[src/rtl/arb_pkg.sv]
// Shared types and widths for the datapath arbiters.
package arb_pkg;

  localparam int NREQ   = 8;
  localparam int SEL_W  = 3;
  localparam int BEAT_W = 4;

  typedef enum logic {
    ST_IDLE  = 1'b0,
    ST_GRANT = 1'b1
  } state_t;

endpackage

[src/rtl/rr_pick8.sv]
// Rotating priority search over eight request lines: returns the first set
// request found scanning i_ptr, i_ptr+1, ... (mod 8).
module rr_pick8
  import arb_pkg::*;
(
  input  logic [NREQ-1:0]  i_req,
  input  logic [SEL_W-1:0] i_ptr,
  output logic [SEL_W-1:0] o_idx,
  output logic             o_any
);

  logic [SEL_W-1:0] w_cand;

  // Scan from the farthest slot back to i_ptr so the nearest hit is written last.
  always_comb begin
    o_idx  = '0;
    w_cand = '0;
    for (int k = NREQ - 1; k >= 0; k--) begin
      w_cand = i_ptr + SEL_W'(k);
      if (i_req[w_cand]) o_idx = w_cand;
    end
  end

  assign o_any = |i_req;

endmodule

[src/rtl/mux8_rr_arbiter.sv]
// Round-robin arbiter/sequencer for the shared 8:1 32-bit select mux.
// Grants are held for at most MAX_BEATS accepted transfers, followed by one
// idle bubble before re-arbitration.
// Optional build macro ARB_PRIO0_EN: requester 0 becomes high priority.
//
// state    | meaning
// ST_IDLE  | no grant; search for the next requester from r_ptr
// ST_GRANT | r_sel owns the mux; transfers counted in r_beat
module mux8_rr_arbiter
  import arb_pkg::*;
#(
  parameter int MAX_BEATS = 4
) (
  input  logic              i_clk,
  input  logic              i_rst,
  input  logic [NREQ-1:0]   i_req,
  output logic [NREQ-1:0]   o_gnt,
  output logic [SEL_W-1:0]  o_sel,
  output logic              o_out_valid,
  input  logic              i_out_ready,
  output logic [BEAT_W-1:0] o_beat
);

  state_t             r_state, w_state_nxt;
  logic [SEL_W-1:0]   r_sel, w_sel_nxt;
  logic [SEL_W-1:0]   r_ptr, w_ptr_nxt;
  logic [BEAT_W-1:0]  r_beat, w_beat_nxt;

  logic [SEL_W-1:0]   w_pick_idx;
  logic               w_pick_any;
  logic [SEL_W-1:0]   w_win;
  logic               w_granted;
  logic               w_req_sel;
  logic               w_xfer;
  logic               w_last;
  logic               w_preempt;
  logic               w_keep_ptr;
  logic               w_release;

  rr_pick8 u_pick (
    .i_req (i_req),
    .i_ptr (r_ptr),
    .o_idx (w_pick_idx),
    .o_any (w_pick_any)
  );

  assign w_granted = (r_state == ST_GRANT);
  assign w_req_sel = i_req[r_sel];
  assign w_xfer    = w_granted && w_req_sel && i_out_ready;
  assign w_last    = (r_beat == BEAT_W'(MAX_BEATS - 1));

`ifdef ARB_PRIO0_EN
  // Requester 0 jumps the queue; a beat already accepted still completes.
  assign w_win      = i_req[0] ? '0 : w_pick_idx;
  assign w_preempt  = (r_sel != '0) && i_req[0] && (w_xfer || !w_req_sel);
  assign w_keep_ptr = (r_sel == '0);
`else
  assign w_win      = w_pick_idx;
  assign w_preempt  = 1'b0;
  assign w_keep_ptr = 1'b0;
`endif

  assign w_release = w_granted && ((w_xfer && w_last) || !w_req_sel || w_preempt);

  // State, select, pointer and beat registers.
  always_ff @(posedge i_clk or posedge i_rst) begin
    if (i_rst) begin
      r_state <= ST_IDLE;
      r_sel   <= '0;
      r_ptr   <= '0;
      r_beat  <= '0;
    end else begin
      r_state <= w_state_nxt;
      r_sel   <= w_sel_nxt;
      r_ptr   <= w_ptr_nxt;
      r_beat  <= w_beat_nxt;
    end
  end

  // Next-state and grant/valid outputs.
  always_comb begin
    w_state_nxt = r_state;
    w_sel_nxt   = r_sel;
    w_ptr_nxt   = r_ptr;
    w_beat_nxt  = r_beat;
    o_gnt       = '0;
    o_out_valid = 1'b0;
    case (r_state)
      ST_IDLE: begin
        if (w_pick_any) begin
          w_state_nxt = ST_GRANT;
          w_sel_nxt   = w_win;
          w_beat_nxt  = '0;
        end
      end
      ST_GRANT: begin
        o_gnt       = NREQ'(1) << r_sel;
        o_out_valid = w_req_sel;
        if (w_release) begin
          w_state_nxt = ST_IDLE;
          w_beat_nxt  = '0;
          if (!w_keep_ptr) w_ptr_nxt = r_sel + SEL_W'(1);
        end else if (w_xfer) begin
          w_beat_nxt = r_beat + BEAT_W'(1);
        end
      end
      default: w_state_nxt = ST_IDLE;
    endcase
  end

  assign o_sel  = r_sel;
  assign o_beat = r_beat;

endmodule
[config.mk]
export PLATFORM = sky130hd
export DESIGN_NAME = mux8_rr_arbiter
export DESIGN_NICKNAME = d
export VERILOG_FILES = /design/src/rtl/arb_pkg.sv /design/src/rtl/rr_pick8.sv /design/src/rtl/mux8_rr_arbiter.sv
export SDC_FILE = /design/constraint.sdc
export NUM_CORES = 1
export LEC_CHECK = 0
export BUFFER_PORTS_ARGS = -buffer_cell sky130_fd_sc_hd__buf_4
export CAP_MARGIN = 30
export CORE_UTILIZATION = 45
export CTS_CLUSTER_SIZE = 30
export DETAILED_ROUTE_END_ITERATION = 10
export PLACE_DENSITY = 0.68
export REMOVE_ABC_BUFFERS = 1
export SLEW_MARGIN = 25
export SYNTH_ARGS = -nofsm -noshare
export SYNTH_HDL_FRONTEND = slang
export SYNTH_SLANG_ARGS = --single-unit
[constraint.sdc]
create_clock -name i_clk -period 2.9 [get_ports i_clk]
set_clock_uncertainty 0.2 [all_clocks]
set_input_delay 0.435 -clock i_clk [delete_from_list [all_inputs] [get_ports i_clk]]
set_output_delay 0.435 -clock i_clk [all_outputs]
set_load 0.1 [all_outputs]
==> metrics.md, run 1 <==
| Metric | Value |
|---|---|
| R2R Path Start | r_ptr[1] |
| Final cell count without fillers | about 260 |
| Num ports | 27 |
| Core Rows | 21 |
| Fin util | 56.6% |
| Post-CTS Hold Buffers | 0 |
| Multi-input logic area | approximately 1300 um^2 |
| FMAX | 0.364 GHz |
| CTS tree | done |
| Post-CTS Repair Setup Buffers | 0 |
| Final setup violation count | 0 |
| Post-Syn Area | between 1500 and 2000 um^2 |
| Min Tclk post-route | 2.75 ns |
| Critical Path Sink Type | flip-flop |
| Port bufs | 26 |
| Yosys reg bits | 11 |
| Remaining DRCs | 0 |
| Clk_lat worst skew | roughly 0.24 ns |
| Crit Path Max Fanout | 7 |
| Avg WL per Cell | between 15 and 20 um |
| End point of the critical path | o_sel[0] |
| Leading area contributor after synthesis | dfrtp_1 |
| Maximum Capacitance Violations | 0 |
| Slew @ Worst Pin | between 0.5 and 0.6 ns |
| Hold crit path type | in -> async |
| Root Driver | clkbuf_8 |
| Top FF cell, synth | dfrtp_1 |
| Pins over their slew limit | 0 |
| Count of different cell masters after synthesis | 53 |
| RD Place Congestion | 0.897 |
| Placed insts | 252 |
| Critical path type | reg -> reg |
| Synth-to-Final Area Change | 17.1% |
| ANT nets after route | 0 |
| CP Launch Point | r_ptr[1] |
| Routed WL | 4680 um |
| Pin count of the biggest net entering global routing | 23 |
| Post-synth EDFFs | 0 |
| Ys async rst share | 100% |
| Gr ovfl total | 0 |
| Die height | between 60 and 70 um |
| R2R depth | 8 |
| # nets final | 231 |
| Via Count | roughly 1600 |
| Slew margin rel. | between 60% and 70% |
| Antenna cells | 0 |
| Clk slew on worst S/H paths | ~0.05 ns |
| Layout cells sized above 1 | just under 30% |
| Sequential area share after synthesis | about 17% |
| Die ar. | just under 4000 um^2 |
| Filler cell count | 320 |
| Vias in the first global route | ~1700 |
| Register Area | around 280 um^2 |
| Reg2reg end | o_sel[0] |
| Worst reg2reg setup slack | 0.15 ns |
| Initial core utilization | around half |
| H-tree levels | 1 |
| Initial DRC count | a little under 90 |
| Syn_area_per_cell | 9.05 um^2 |
| Tcrit/Tclk final | a little over nine tenths |
| First-pass GRT wire length | 8390 um |
| CP arrival | between 2 and 3 ns |
| Top cells by area, synth | dfrtp_1 (17%), mux4_2 (14%), mux2i_1 (7.8%), ha_1 (6.8%), mux2_2 (5.4%) |
| Initial antenna violation count | 0 |
| Dpl hpwl | 3600 um |
| CP required | approximately 2.8 ns |
| Failing checks | negative hold slack |
| Endpoints failing hold | 1 |
| Synth top area share | 16.5% |
| PostCTS Resize Cnt | 0 |
| Post-Syn Instances | 184 |
| Sinks on Clock Net | 11 |
| TritonCTS buffer count | 3 |
| Status | finished with violations |
| Gr usage total | about a quarter |
| Worst setup SP type | flip-flop |
| Die Wd | 62.8 um |
| RSZ-0062 raised after global routing | no |
| Core area | ~3400 um^2 |
| Hold Worst Slack | -0.000328 ns |
| Synth warn | 0 |
| Vias per cell | ~6.3 |
| Most frequent cells after synthesis | mux2i_1 (13), nand2_1 (13), o21ai_0 (13) |
| TritonRoute pass-1 iters | 4 |
| Clock buffer depth | 2 |
## cell usage in the layout, fill, tap and decap left out, types with 3 or more instances in the layout
master / synthesis / layout
mux2_2: 8 / 8
o21ai_0: 13 / 13
and3_1: 5 / 5
inv_1: 10 / 10
nand3_1: 6 / 6
a211oi_1: 3 / 3
nor2_1: 9 / 9
clkbuf_8: 0 / 3
and2_1: 6 / 6
mux2i_1: 13 / 13
nand2_1: 13 / 13
nand2b_1: 4 / 4
nor2b_1: 5 / 5
dfrtp_1: 11 / 11
o221ai_1: 3 / 3
ha_1: 9 / 8
mux4_2: 10 / 10
a21oi_1: 5 / 5
buf_4: 0 / 31
## metrics by stage
| step | setup WS [ns] | hold slack (ns) | instance area, um^2 | setup TNS [ns] |
|---|---|---|---|---|
| after global placement | 0.218 | 0.257 | 1900 | 0 |
| after CTS | 0.0974 | 0.00781 | 1950 | 0 |
| after floorplan | -0.888 | 0.0874 | 1610 | -5.77 |
| after detailed placement | 0.127 | 0.261 | 1900 | 0 |
| after global routing | 0.00369 | 0.0319 | 1950 | 0 |
| final | 0.151 | -0.000328 | 1950 | 0 |
## critical path, stage by stage (launching register included)
cell	delay, ns
dfrtp_1	0.37
inv_1	0.09
ha_2	0.45
mux4_2	0.57
mux2_2	0.34
inv_1	0.10
a21oi_2	0.06
a2111oi_2	0.39
a211oi_2	0.05
## registers in the layout, summed over array words and instances (netlist names)
| signal | count |
|---|---|
| o_beat | 4 |
| o_sel | 3 |
| r_ptr | 3 |
| r_state | 1 |
## final cells by class
cell class              instances  share of cell area, %
inverters                      11                   2.12
repair buffers                 31                   11.9
clock buffers                   4                   2.31
multi-input cells             153                   66.6
flip-flops and latches         11                   14.1
well taps                      46                   2.95
## per-layer routing
metal | GRT usage [%] | part of all wire (%) | vias up
met5 | 0 | 0 | -
met3 | 2.92 | 4.3 | 8
met4 | 7.85 | 1.5 | 0
met2 | 45.8 | 51 | 53
met1 | 34.6 | 43 | 795
li1 | - | - | 762
## how the worst min path moves through the flow
stage | end | slack [ns] | cells after the start
floorplan | o_beat[0] | 0.09 | 1
global placement | r_state | 0.26 | 2
detailed placement | r_state | 0.26 | 2
CTS | r_state | 0.008 | 2
global route | o_beat[3] | 0.03 | 2
finish | o_beat[3] | -0.0003 | 2
## cell families (layout without fill, tap and decap cells)
logic type                 after synthesis  after routing  synth area share, %
muxes                                   33             33                 29.2
and+or+nand+nor                         57             57                 18.4
buffers and inverters                   20             46                 5.71
adders and majority gates                9              9                 6.76
DFF                                     11             11                 16.5
xor gates and xnor gates                 2              2                 1.05
AOI/OAI and AO/OA                       52             52                 22.3
Power of run 1 is left out: the tool's default activity adds up to more than one toggle a clock period on the data nets, which glitch-free logic cannot reach.
==> run 2, diff against run 1 <==
--- a/config.mk
+++ b/config.mk
@@ -10,7 +10,7 @@
 export CORE_UTILIZATION = 45
 export CTS_CLUSTER_SIZE = 30
 export DETAILED_ROUTE_END_ITERATION = 10
-export PLACE_DENSITY = 0.68
+export PLACE_DENSITY = 0.66
 export REMOVE_ABC_BUFFERS = 1
 export SLEW_MARGIN = 25
 export SYNTH_ARGS = -nofsm -noshare
==> constraint.sdc (replaced) <==
create_clock -name i_clk -period 2.89 [get_ports i_clk]
set_clock_uncertainty 0.2 [all_clocks]
set_input_delay 0.4335 -clock i_clk [delete_from_list [all_inputs] [get_ports i_clk]]
set_output_delay 0.4335 -clock i_clk [all_outputs]
set_load 0.1 [all_outputs]
==> run 2 against run 1 <==
Compared with the run above: the flow now finishes without violations; cell area unchanged; critical path type unchanged; first-iteration DRC count rose by 12%; via count grew 0.99%; core utilization unchanged; routed wire length grew 3.9%; final cell count unchanged; sequential cell count unchanged.
==> metrics.md, run 2 (synthesis results as in run 1) <==
| Metric | Value |
|---|---|
| Pin count of the biggest net entering global routing | 23 (unchanged) |
| Gr usage total | 26.1% (-0.45 points) |
| Clk slew on worst S/H paths | 0.06 ns (about the same) |
| Final setup violation count | 0 (unchanged) |
| Critical path type | reg -> reg |
| Critical Path Sink Type | flip-flop |
| Pins over their slew limit | 0 (unchanged) |
| Post-CTS Repair Setup Buffers | 0 (unchanged) |
| RSZ-0062 raised after global routing | no |
| Core area | 3440 um^2 (unchanged) |
| First-pass GRT wire length | 8020 um (-4.4%) |
| Fin util | 56.6% (unchanged) |
| Commonest non-fill, non-tap cell in the layout | buf_4 |
| Vias per cell | 6.38 (+0.99%) |
| Avg WL per Cell | 19.0 um (+3.9%) |
| CTS tree | done |
| Routed WL | 4860 um (+3.9%) |
| H-tree levels | 1 (unchanged) |
| R2R Path Start | r_ptr[1] |
| Die ar. | 3950 um^2 (unchanged) |
| GRT met2 Usage | 45.0% (-0.82 points) |
| Worst reg2reg setup slack | 0.18 ns (+0.03 ns) |
| RD Place Congestion | 0.941 (+4.9%) |
| Endpoints failing hold | 0 (-1) |
| Initial antenna violation count | 0 (unchanged) |
| Post-CTS Hold Buffers | 0 (unchanged) |
| FMAX | 0.369 GHz (+1.5%) |
| Die Wd | 62.8 um (unchanged) |
| Dpl hpwl | 3610 um (+0.39%) |
| # nets final | 231 (unchanged) |
| Hold crit path type | in -> async |
| Worst setup SP type | flip-flop |
| TritonCTS buffer count | 3 (unchanged) |
| Clk_lat worst skew | 0.25 ns (about the same) |
| Sinks on Clock Net | 11 (unchanged) |
| Min Tclk post-route | 2.71 ns (-0.0405 ns) |
| Initial core utilization | 48.4% (unchanged) |
| Synth-to-Final Area Change | 17.1% (unchanged) |
| Maximum Capacitance Violations | 0 (unchanged) |
| Gr ovfl total | 0 (unchanged) |
| Sum of negative setup slack | 0 ns (unchanged) |
| PostCTS Resize Cnt | 0 (unchanged) |
| Vias in the first global route | 1695 (+0.24%) |
| Placed insts | 252 (unchanged) |
| Slew margin rel. | 59.0% (-5.9 points) |
| Remaining DRCs | 0 (unchanged) |
| Most frequent cells in the layout | buf_4 (31), mux2i_1 (13), o21ai_0 (13), nand2_1 (13), dfrtp_1 (11) |
| Max reg flops | 4 (unchanged) |
| Core Rows | 21 (unchanged) |
| TritonRoute pass-1 iters | 4 (unchanged) |
| Final cell count without fillers | 256 (unchanged) |
| Status | finished clean |
| Crit Path Max Fanout | 7 (unchanged) |
| Num ports | 27 (unchanged) |
| Global-route met1 utilization | 31.7% (-2.9 points) |
| Gr busiest metal | met2 |
| CP arrival | 2.64 ns (-0.02 ns) |
| GRT met3 Usage | 3.28% (+0.36 points) |
| Tcrit/Tclk final | 93.7% (-1.1 points) |
| Initial DRC count | 100 (+12%) |
| Root Driver | clkbuf_8 |
| Slew @ Worst Pin | 0.609 ns (+0.0870 ns) |
| CP Launch Point | r_ptr[1] |
| Antenna cells | 0 (unchanged) |
| ANT nets after route | 0 (unchanged) |
| Via Count | 1634 (+0.99%) |
| Port bufs | 26 (unchanged) |
| CP required | 2.82 ns (about the same) |
| Hold Worst Slack | 0.000440 ns (+0.000768 ns) |
| Layout cells sized above 1 | 29.0% (unchanged) |
| Clock buffer depth | 2 (unchanged) |
| Die height | 62.8 um (unchanged) |
-- run 2: cell counts in the layout (fill, tap and decap cells not counted) --
No cell type changed its count.
-- run 2: final cells by class --
cell class,instances,area [um^2]
Timing Repair Buffer,31,233
Clock buffer,4,45.0
Fill cell,334,1490
Inverter,11,41.3
Tap cell,46,57.6
Multi-Input combinational cell,153,1300
Sequential cell,11,275
-- run 2: final timing paths --
kind / cells after the start / end
worst max-delay path: 8 / o_sel[1]
worst min-delay path: 2 / o_sel[2]
worst max register to register: 8 / o_sel[1]
worst min register to register: 1 / o_beat[2]
max in group asynchronous: 2 / o_sel[1]
min in group i_clk: 1 / o_beat[2]
-- run 2: per-stage QoR --
| step | setup WS (ns) | cell area [um^2] |
|---|---|---|
| global route | 0.0543 | 1950 |
| CTS | 0.139 | 1950 |
| finish | 0.182 | 1950 |
| global placement | 0.220 | 1900 |
| floorplan | -0.898 | 1610 |
| detailed placement | 0.148 | 1900 |
-- run 2: worst max-delay path: stages, from the launching register on --
cell	delay (ns)
dfrtp_1	0.37
inv_1	0.08
ha_2	0.44
mux4_2	0.57
mux2_2	0.34
nor3_2	0.22
nand3_1	0.10
o21ai_1	0.20
o21ai_2	0.08
-- run 2: per-layer routing --
layer  vias up  share of wire [%]
met5         -                  0
met4         0                2.3
met3        12                5.2
met2        77                 50
met1       781                 43
li1        764                  -
Power of run 2 is left out for the same reason.
